**config.mk**
```make
export PLATFORM = sky130hd
export DESIGN_NAME = pos_fetch_ctrl_flat
export DESIGN_NICKNAME = d
export VERILOG_FILES = /design/src/rtl/pos_fetch_ctrl_if.sv /design/src/rtl/pos_fetch_ctrl.sv /design/src/flat_wrapper.sv
export SDC_FILE = /design/constraint.sdc
export NUM_CORES = 1
export LEC_CHECK = 0
export CAP_MARGIN = 15
export CORE_MARGIN = 5
export CORE_UTILIZATION = 45
export CTS_BUF_LIST = sky130_fd_sc_hd__clkbuf_4
export CTS_CLUSTER_SIZE = 28
export DETAILED_ROUTE_END_ITERATION = 16
export GPL_TIMING_DRIVEN = 1
export PLACE_DENSITY = 0.7
export SYNTH_ARGS = -nofsm -noshare
export SYNTH_HDL_FRONTEND = slang
export SYNTH_SLANG_ARGS = --single-unit
```
**constraint.sdc**
```tcl
create_clock -name clk -period 5.1 [get_ports clk]
set_input_delay 1.275 -clock clk [delete_from_list [all_inputs] [get_ports clk]]
set_output_delay 1.275 -clock clk [all_outputs]
set_load 0.005 [all_outputs]
```
**src/rtl/pos_fetch_ctrl_if.sv**
```systemverilog
// Read-only memory port A as seen by the position fetch controller.
// The master drives the address and the slave (the memory) returns data RD_LAT clocks later.
interface pos_fetch_ctrl_if #(
    parameter int WIDTH = 16
);
    logic [WIDTH-1:0] addr_a;
    logic [WIDTH-1:0] q_a;

    modport master (output addr_a, input q_a);
    modport slave  (input addr_a, output q_a);
endinterface

```
**src/rtl/pos_fetch_ctrl.sv**
```systemverilog
// Once per frame, fetches the six object-position words from memory port A into shadow
// registers, then commits all six to the outputs in one edge so the renderer never sees a partial update.
module pos_fetch_ctrl #(
    parameter int          WIDTH  = 16,
    parameter int          RD_LAT = 1,
    parameter int unsigned MXP    = 6000,
    parameter int unsigned MYP    = 6004,
    parameter int unsigned P1XP   = 6008,
    parameter int unsigned P1YP   = 6012,
    parameter int unsigned P2XP   = 6016,
    parameter int unsigned P2YP   = 6020
) (
    input  logic             clk,
    input  logic             reset,
    input  logic             frame_start,
    pos_fetch_ctrl_if.master mem,
    output logic [WIDTH-1:0] mx,
    output logic [WIDTH-1:0] my,
    output logic [WIDTH-1:0] p1x,
    output logic [WIDTH-1:0] p1y,
    output logic [WIDTH-1:0] p2x,
    output logic [WIDTH-1:0] p2y,
    output logic             busy,
    output logic             done,
    output logic             valid,
    output logic             overrun
);
    typedef enum logic [1:0] {IDLE, ISSUE, DRAIN, COMMIT} state_t;

    state_t           state_q, state_d;
    logic [2:0]       idx_q, idx_d;
    logic [1:0]       drain_q, drain_d;
    logic [RD_LAT-1:0] pv_q, pv_d;
    logic [2:0]       pi_q [RD_LAT];
    logic [2:0]       pi_d [RD_LAT];
    logic [WIDTH-1:0] shadow_q [6];
    logic [WIDTH-1:0] shadow_d [6];
    logic [WIDTH-1:0] pos_q [6];
    logic [WIDTH-1:0] pos_d [6];
    logic             done_q, done_d;
    logic             valid_q, valid_d;
    logic             overrun_q, overrun_d;
    logic [WIDTH-1:0] addr_c;

    always_comb begin
        // NOTE: every signal gets a default first, so no path through the case leaves one unassigned (no latches).
        state_d   = state_q;
        idx_d     = idx_q;
        drain_d   = drain_q;
        shadow_d  = shadow_q;
        pos_d     = pos_q;
        done_d    = 1'b0;
        valid_d   = valid_q;
        overrun_d = overrun_q | (frame_start && state_q != IDLE);
        addr_c    = WIDTH'(MXP);

        // idx pipeline: stage RD_LAT-1 names the shadow that the current q_a belongs to
        pv_d[0] = (state_q == ISSUE);
        pi_d[0] = idx_q;
        for (int i = 1; i < RD_LAT; i++) begin
            pv_d[i] = pv_q[i-1];
            pi_d[i] = pi_q[i-1];
        end
        if (pv_q[RD_LAT-1]) shadow_d[pi_q[RD_LAT-1]] = mem.q_a;

        unique case (state_q)
            IDLE: begin
                if (frame_start) begin
                    state_d = ISSUE;
                    idx_d   = 3'd0;
                end
            end
            ISSUE: begin
                case (idx_q)
                    3'd0:    addr_c = WIDTH'(MXP);
                    3'd1:    addr_c = WIDTH'(MYP);
                    3'd2:    addr_c = WIDTH'(P1XP);
                    3'd3:    addr_c = WIDTH'(P1YP);
                    3'd4:    addr_c = WIDTH'(P2XP);
                    default: addr_c = WIDTH'(P2YP);
                endcase
                if (idx_q == 3'd5) begin
                    state_d = DRAIN;
                    drain_d = 2'(RD_LAT - 1);
                end else begin
                    idx_d = idx_q + 3'd1;
                end
            end
            DRAIN: begin
                addr_c = WIDTH'(P2YP);
                if (drain_q == 2'd0) state_d = COMMIT;
                else                 drain_d = drain_q - 2'd1;
            end
            COMMIT: begin
                addr_c  = WIDTH'(P2YP);
                pos_d   = shadow_q;
                done_d  = 1'b1;
                valid_d = 1'b1;
                state_d = IDLE;
            end
            default: state_d = IDLE;
        endcase
    end

    always_ff @(posedge clk) begin
        // NOTE: state uses non-blocking assignments so every flop samples pre-edge values.
        if (reset) begin
            state_q   <= IDLE;
            idx_q     <= 3'd0;
            drain_q   <= 2'd0;
            pv_q      <= '0;
            done_q    <= 1'b0;
            valid_q   <= 1'b0;
            overrun_q <= 1'b0;
            // NOTE: shadows are register banks, not RAM, so they are cleared with everything else.
            for (int i = 0; i < 6; i++) begin
                shadow_q[i] <= '0;
                pos_q[i]    <= '0;
            end
            for (int i = 0; i < RD_LAT; i++) pi_q[i] <= 3'd0;
        end else begin
            state_q   <= state_d;
            idx_q     <= idx_d;
            drain_q   <= drain_d;
            pv_q      <= pv_d;
            pi_q      <= pi_d;
            shadow_q  <= shadow_d;
            pos_q     <= pos_d;
            done_q    <= done_d;
            valid_q   <= valid_d;
            overrun_q <= overrun_d;
        end
    end

    assign mem.addr_a = addr_c;
    assign mx      = pos_q[0];
    assign my      = pos_q[1];
    assign p1x     = pos_q[2];
    assign p1y     = pos_q[3];
    assign p2x     = pos_q[4];
    assign p2y     = pos_q[5];
    assign busy    = (state_q != IDLE);
    assign done    = done_q;
    assign valid   = valid_q;
    assign overrun = overrun_q;
endmodule

```
**src/flat_wrapper.sv**
```systemverilog
// flat-port wrapper written by rule: the top's interface ports become plain ports
module pos_fetch_ctrl_flat 
#(
    parameter int          WIDTH  = 16,
    parameter int          RD_LAT = 1,
    parameter int unsigned MXP    = 6000,
    parameter int unsigned MYP    = 6004,
    parameter int unsigned P1XP   = 6008,
    parameter int unsigned P1YP   = 6012,
    parameter int unsigned P2XP   = 6016,
    parameter int unsigned P2YP   = 6020
)
  (clk, reset, frame_start, mx, my, p1x, p1y, p2x, p2y, busy, done, valid, overrun, mem_addr_a, mem_q_a);
  pos_fetch_ctrl_if #(.WIDTH(WIDTH)) mem_i ();
  input  logic clk;
  input  logic reset;
  input  logic frame_start;
  output logic [WIDTH-1:0] mx;
  output logic [WIDTH-1:0] my;
  output logic [WIDTH-1:0] p1x;
  output logic [WIDTH-1:0] p1y;
  output logic [WIDTH-1:0] p2x;
  output logic [WIDTH-1:0] p2y;
  output logic busy;
  output logic done;
  output logic valid;
  output logic overrun;
  output wire logic [$bits(mem_i.addr_a)-1:0] mem_addr_a;
  input wire logic [$bits(mem_i.q_a)-1:0] mem_q_a;
  assign mem_addr_a = mem_i.addr_a;
  assign mem_i.q_a = mem_q_a;
  pos_fetch_ctrl #(.WIDTH(WIDTH), .RD_LAT(RD_LAT), .MXP(MXP), .MYP(MYP), .P1XP(P1XP), .P1YP(P1YP), .P2XP(P2XP), .P2YP(P2YP)) u_core (.clk(clk), .reset(reset), .frame_start(frame_start), .mem(mem_i), .mx(mx), .my(my), .p1x(p1x), .p1y(p1y), .p2x(p2x), .p2y(p2y), .busy(busy), .done(done), .valid(valid), .overrun(overrun));
endmodule
```
== Word-level counts from Yosys, hierarchy flattened ==
Cells that the tools add are included.
Storage, ports and cells
  bits in registers: 206
  bits of input ports: 19
  word-level logic and storage cells: 67
Operators by class
  add/sub/neg operators: 2
  order comparisons: 2
  equality and inequality tests: 13
  multiplexer cells: 16
  bitwise logic cells: 2
  reduce and logical (&&, ||, !) cells: 12
Operators with widths (count)
  $bwmux W96: 1
  $demux W16 S3: 1
  $pmux W8 S5: 1
  $pmux W16 S2: 1
  $mux W16: 1
  $mux W2: 5
  $reduce_and A3 Y1: 3
  $ne A2 B2 Y1 const B: 4
  $pmux W2 S4: 1
  $eq A3 B2 Y1 const B: 2
  $eq A3 B3 Y1 const B: 2
  $mux W3: 2
  $pmux W3 S2: 1
  $reduce_bool A2 Y1: 3
  $eq A2 B2 Y1 const B: 2
  $ge A4 B4 Y1 const B: 1
  $logic_not A2 Y1: 2
  $lt A4 B1 Y1 const B: 1
  $not A3 Y4: 1
  $pmux W2 S2: 1
  $add A3 B1 Y3 const B: 1
  $eq A3 B1 Y1 const B: 1
  $logic_not A3 Y1: 1
  $eq A2 B1 Y1 const B: 1
  other kinds (6): 7

== Depth between registers and ports, before layout ==
  depth after elaboration: 6
  depth in mapped cells: 7
  depth with buffers taken out: 5

== Worst setup path after synthesis ==
No wires, ideal clock.
  path type: register -> output
  from: register u_core.state_q[0]
  to: output port mem_addr_a[5]
  arrival: 1.465 ns
  required time: 3.825 ns
  setup slack: 2.360 ns
  cell stages (with the launch flop): 6
  cell sequence: dfxtp_1 ha_1 clkbuf_1 nor3_1 a31o_2 buf_4
Between the ends
  longest elaborated chain between the ends: 3
RTL lines
  start: declaration: line pos_fetch_ctrl.sv:30  | state_t state_q, state_d;
  start signal: assignment: line pos_fetch_ctrl.sv:122  | state_q <= state_d;
  $eq A2 B2 Y1: line pos_fetch_ctrl.sv:66  | unique case (state_q)
  $reduce_or A2 Y1 (no line)
  $pmux W16 S2 *: line pos_fetch_ctrl.sv:66
  end: declaration: line flat_wrapper.sv:28  | output wire logic [$bits(mem_i.addr_a)-1:0] mem_addr_a;
Every way passes the cells marked *; elsewhere a longest branch is shown, timed or not.

== Final worst setup path ==
  from: register u_core.idx_q[1]
  to: output port mem_addr_a[2]
Between the ends
  longest elaborated chain between the ends: 3
RTL lines
  start: declaration: line pos_fetch_ctrl.sv:31  | logic [2:0] idx_q, idx_d;
  start signal: assignment: line pos_fetch_ctrl.sv:123  | idx_q <= idx_d;
  $eq A3 B3 Y1 (tied with other cells): line pos_fetch_ctrl.sv:74  | case (idx_q)
  $pmux W8 S5 *: line pos_fetch_ctrl.sv:74
  $pmux W16 S2 *: line pos_fetch_ctrl.sv:66
Marks and branches as above.

==> flow_summary.json <==
{
  "critPathCapture": "mem_addr_a[2]",
  "critPathLaunch": "u_core.idx_q[1]",
  "seq_area_frac_synth_pct": 53.8,
  "drt-total-wl_microns": 19100,
  "synth_area_sq_mm": 0.00767,
  "internal_power_mw": 2.61,
  "dieArea_sq_mm": 0.0197,
  "ys_types": 39,
  "cts-hold-fix-buffers": 0,
  "core_sq_mm": 0.0166,
  "r2r_slack_ns": 2.42,
  "numClockSinks": 206,
  "overflow": 0,
  "cts-htree-levels": 2,
  "cts_buffer_depth": 3,
  "slew_violations": 0,
  "preCtsSetupSlack_ns": 1.81,
  "num_vias": 6014,
  "port_buffers": 124,
  "worst-path-max-fanout": 6,
  "avgViaCountPerCell": 4.93,
  "power.share.sequential_pct": 47.5,
  "drc_errors": 0,
  "hpwl_microns": 11900,
  "num_io_pins": 135,
  "finalHoldViolCount": 0,
  "ir_drop_mv": 0.179,
  "critPathCaptureType": "primary output",
  "finalWeightedCongestion": 0.755,
  "utilization_pct": 57.3,
  "ant_nets": 0,
  "worstReg2RegEnd": "u_core.p1y[9]",
  "outcome": "complete, no violations",
  "rsz0062_at_grt": "no",
  "fillers": 1494,
  "final_layout_size_suffix_gt1_share_pct": 9.52,
  "placedCellCount": 1130,
  "syn_to_final_growth_pct": 24.5,
  "finalClockSkew_ns": 0.0300,
  "pwr-share-comb_pct": 14.2,
  "fin_total_pwr_mw": 3.55,
  "die_y_microns": 141,
  "maxCapViolCount": 0,
  "post-route-period-util_pct": 76.8,
  "grt_usage_pct": 18.9,
  "numCtsBuffers": 54,
  "initial_core_util_pct": 46.1,
  "reg2regPathDepth": 5,
  "yosysWarnings": 0,
  "final_cell_mix": "206 x dfxtp_1, 197 x nand2_1, 123 x clkdlybuf4s50_1, 105 x nor2_1, 102 x a21oi_1",
  "powerDensity_mw_per_mm2": 372,
  "r2r_start": "u_core.state_q[0]",
  "cp-start-kind": "flop",
  "cts_resized": 0,
  "rows": 47,
  "firstDrtPassIters": 5,
  "slew_headroom_pct": 34.6,
  "finalSetupViolations": 0,
  "worstPathArrival_ns": 2.64,
  "avgSynthCellArea_sq_um": 9.04,
  "grt_pass1_vias": 5715,
  "crit_required_ns": 3.83,
  "final_cells": 1219,
  "pwr-share-clk_pct": 38.3,
  "hold_class": "flop to flop",
  "nNetsFinal": 996,
  "grt_max_degree": 137,
  "antenna_found_initial": 1,
  "fin_crit_ns": 3.92,
  "tritoncts": "yes",
  "grt_pass1_wl_microns": 30100,
  "die_w_microns": 141,
  "post_cts_buffers": 0,
  "final_common_cell": "dfxtp_1",
  "ys_ff_latch": 206,
  "switching_power_uw": 939,
  "drt_iter0_drc": 325,
  "root_buffer": "clkbuf_4",
  "wl_per_cell_microns": 15.6,
  "worstSkewPairLatency_ns": 0.65,
  "tightest_slew_ns": 0.976,
  "critPathKind": "flop to primary output",
  "clock.fmax_mhz": 255,
  "setup_ws_ns": 1.18,
  "netlist_instances": 848,
  "clk_pin_slew_ns": 0.06,
  "p_leak_nw": 3.25,
  "swShare_pct": 26.4,
  "setup_tns_ns": 0
}
-- cells by family after synthesis --
family,count (synthesis),share of synthesized area (%)
AO/OA/AOI/OAI,113,7.87
adder cells (fa/ha/maj),11,1.80
buffers and inverters,83,5.29
flip-flops,206,53.8
multiplexers,98,12.8
other,2,0.0980
AND/OR/NAND/NOR,335,18.3
-- synthesized netlist by cell type, drive strengths merged --
cell type  number  share of area (%)
dfxtp         206                 54
nand2         197                9.6
nor2          105                5.1
a21oi         102                6.7
mux2i          97                 13
buf            39                3.1
clkbuf         35                1.8
ha             11                1.8
inv             9               0.44
nor2b           6               0.49
nand2b          4               0.33
nor3            4               0.26
nand4b          3               0.34
nand4bb         3               0.44
o31ai           3               0.29
and4b           2               0.26
and4bb          2               0.33
conb            2              0.098
nor4            2               0.16
a21bo           1               0.13
a21boi          1              0.098
a22o            1               0.11
a311o           1               0.13
a311oi          1               0.11
a31o            1               0.11
and2            1              0.082
and4            1               0.11
mux2            1               0.15
nand4           1              0.082
nor4b           1               0.31
nor4bb          1               0.13
o21a            1              0.098
o311ai          1               0.11
or4             1              0.098
or4b            1               0.13
-- flip-flops by register name, indices dropped and copies added, names as in the netlist, 16 cells and up --
signal and cells:
u_core.shadow_q 96, u_core.p2x 16, u_core.my 16, u_core.p1x 16, u_core.p1y 16, u_core.p2y 16, u_core.mx 16
-- worst max-delay path: stages (launching register included) --
cell             delay, ns
dfxtp_1               0.40
inv_1                 0.11
ha_1                  0.26
nor4_1                0.33
nand2b_1              0.10
a311oi_1              0.28
clkdlybuf4s50_1       0.54
-- power by group through the flow --
stage / logic [mW] / clock network [mW] / registers [mW]
floorplan: 0.372 / 0 / 1.71
global placement: 0.508 / 0 / 1.72
detailed placement: 0.507 / 0 / 1.72
CTS: 0.509 / 1.40 / 1.69
global route: 0.551 / 1.50 / 1.69
finish: 0.505 / 1.36 / 1.69
-- layout make-up --
class / count / area, sq um / area share [%]
Inverter: 9 / 33.8 / 0.354
Sequential cell: 206 / 4120 / 43.2
Clock buffer: 78 / 586 / 6.14
Timing Repair Buffer: 128 / 1270 / 13.3
Multi-Input combinational cell: 567 / 3190 / 33.4
Clock inverter: 10 / 65.1 / 0.682
Tap cell: 220 / 275 / 2.88
Antenna cell: 1 / 2.50 / 0.0262
-- how the worst min path moves through the flow --
stage	start	to	slack [ns]	cells past startpoint
final	u_core.shadow_q[68]	u_core.shadow_q[68]	0.45	2
after global routing	u_core.shadow_q[35]	u_core.shadow_q[35]	0.47	2
after CTS	u_core.shadow_q[21]	u_core.shadow_q[21]	0.45	2
after detailed placement	u_core.shadow_q[68]	u_core.shadow_q[68]	0.45	2
after global placement	u_core.shadow_q[49]	u_core.shadow_q[49]	0.44	2
after floorplan	u_core.shadow_q[0]	u_core.shadow_q[0]	0.44	2
-- per-stage QoR --
step	hold WS [ns]	cell area, sq um
after floorplan	0.436	7700
after global placement	0.443	8890
after detailed placement	0.448	8890
after CTS	0.455	9540
after global routing	0.473	9540
final	0.454	9540
-- routing by layer --
layer	track usage [%]	vias to the layer above	share of wire [%]
met1	24.6	2814	45
li1	-	3029	-
met3	5.25	21	6.1
met5	0	-	0
met4	6.22	0	1.4
met2	30.3	150	47
Note: power is estimated with default switching activity, not from simulation.
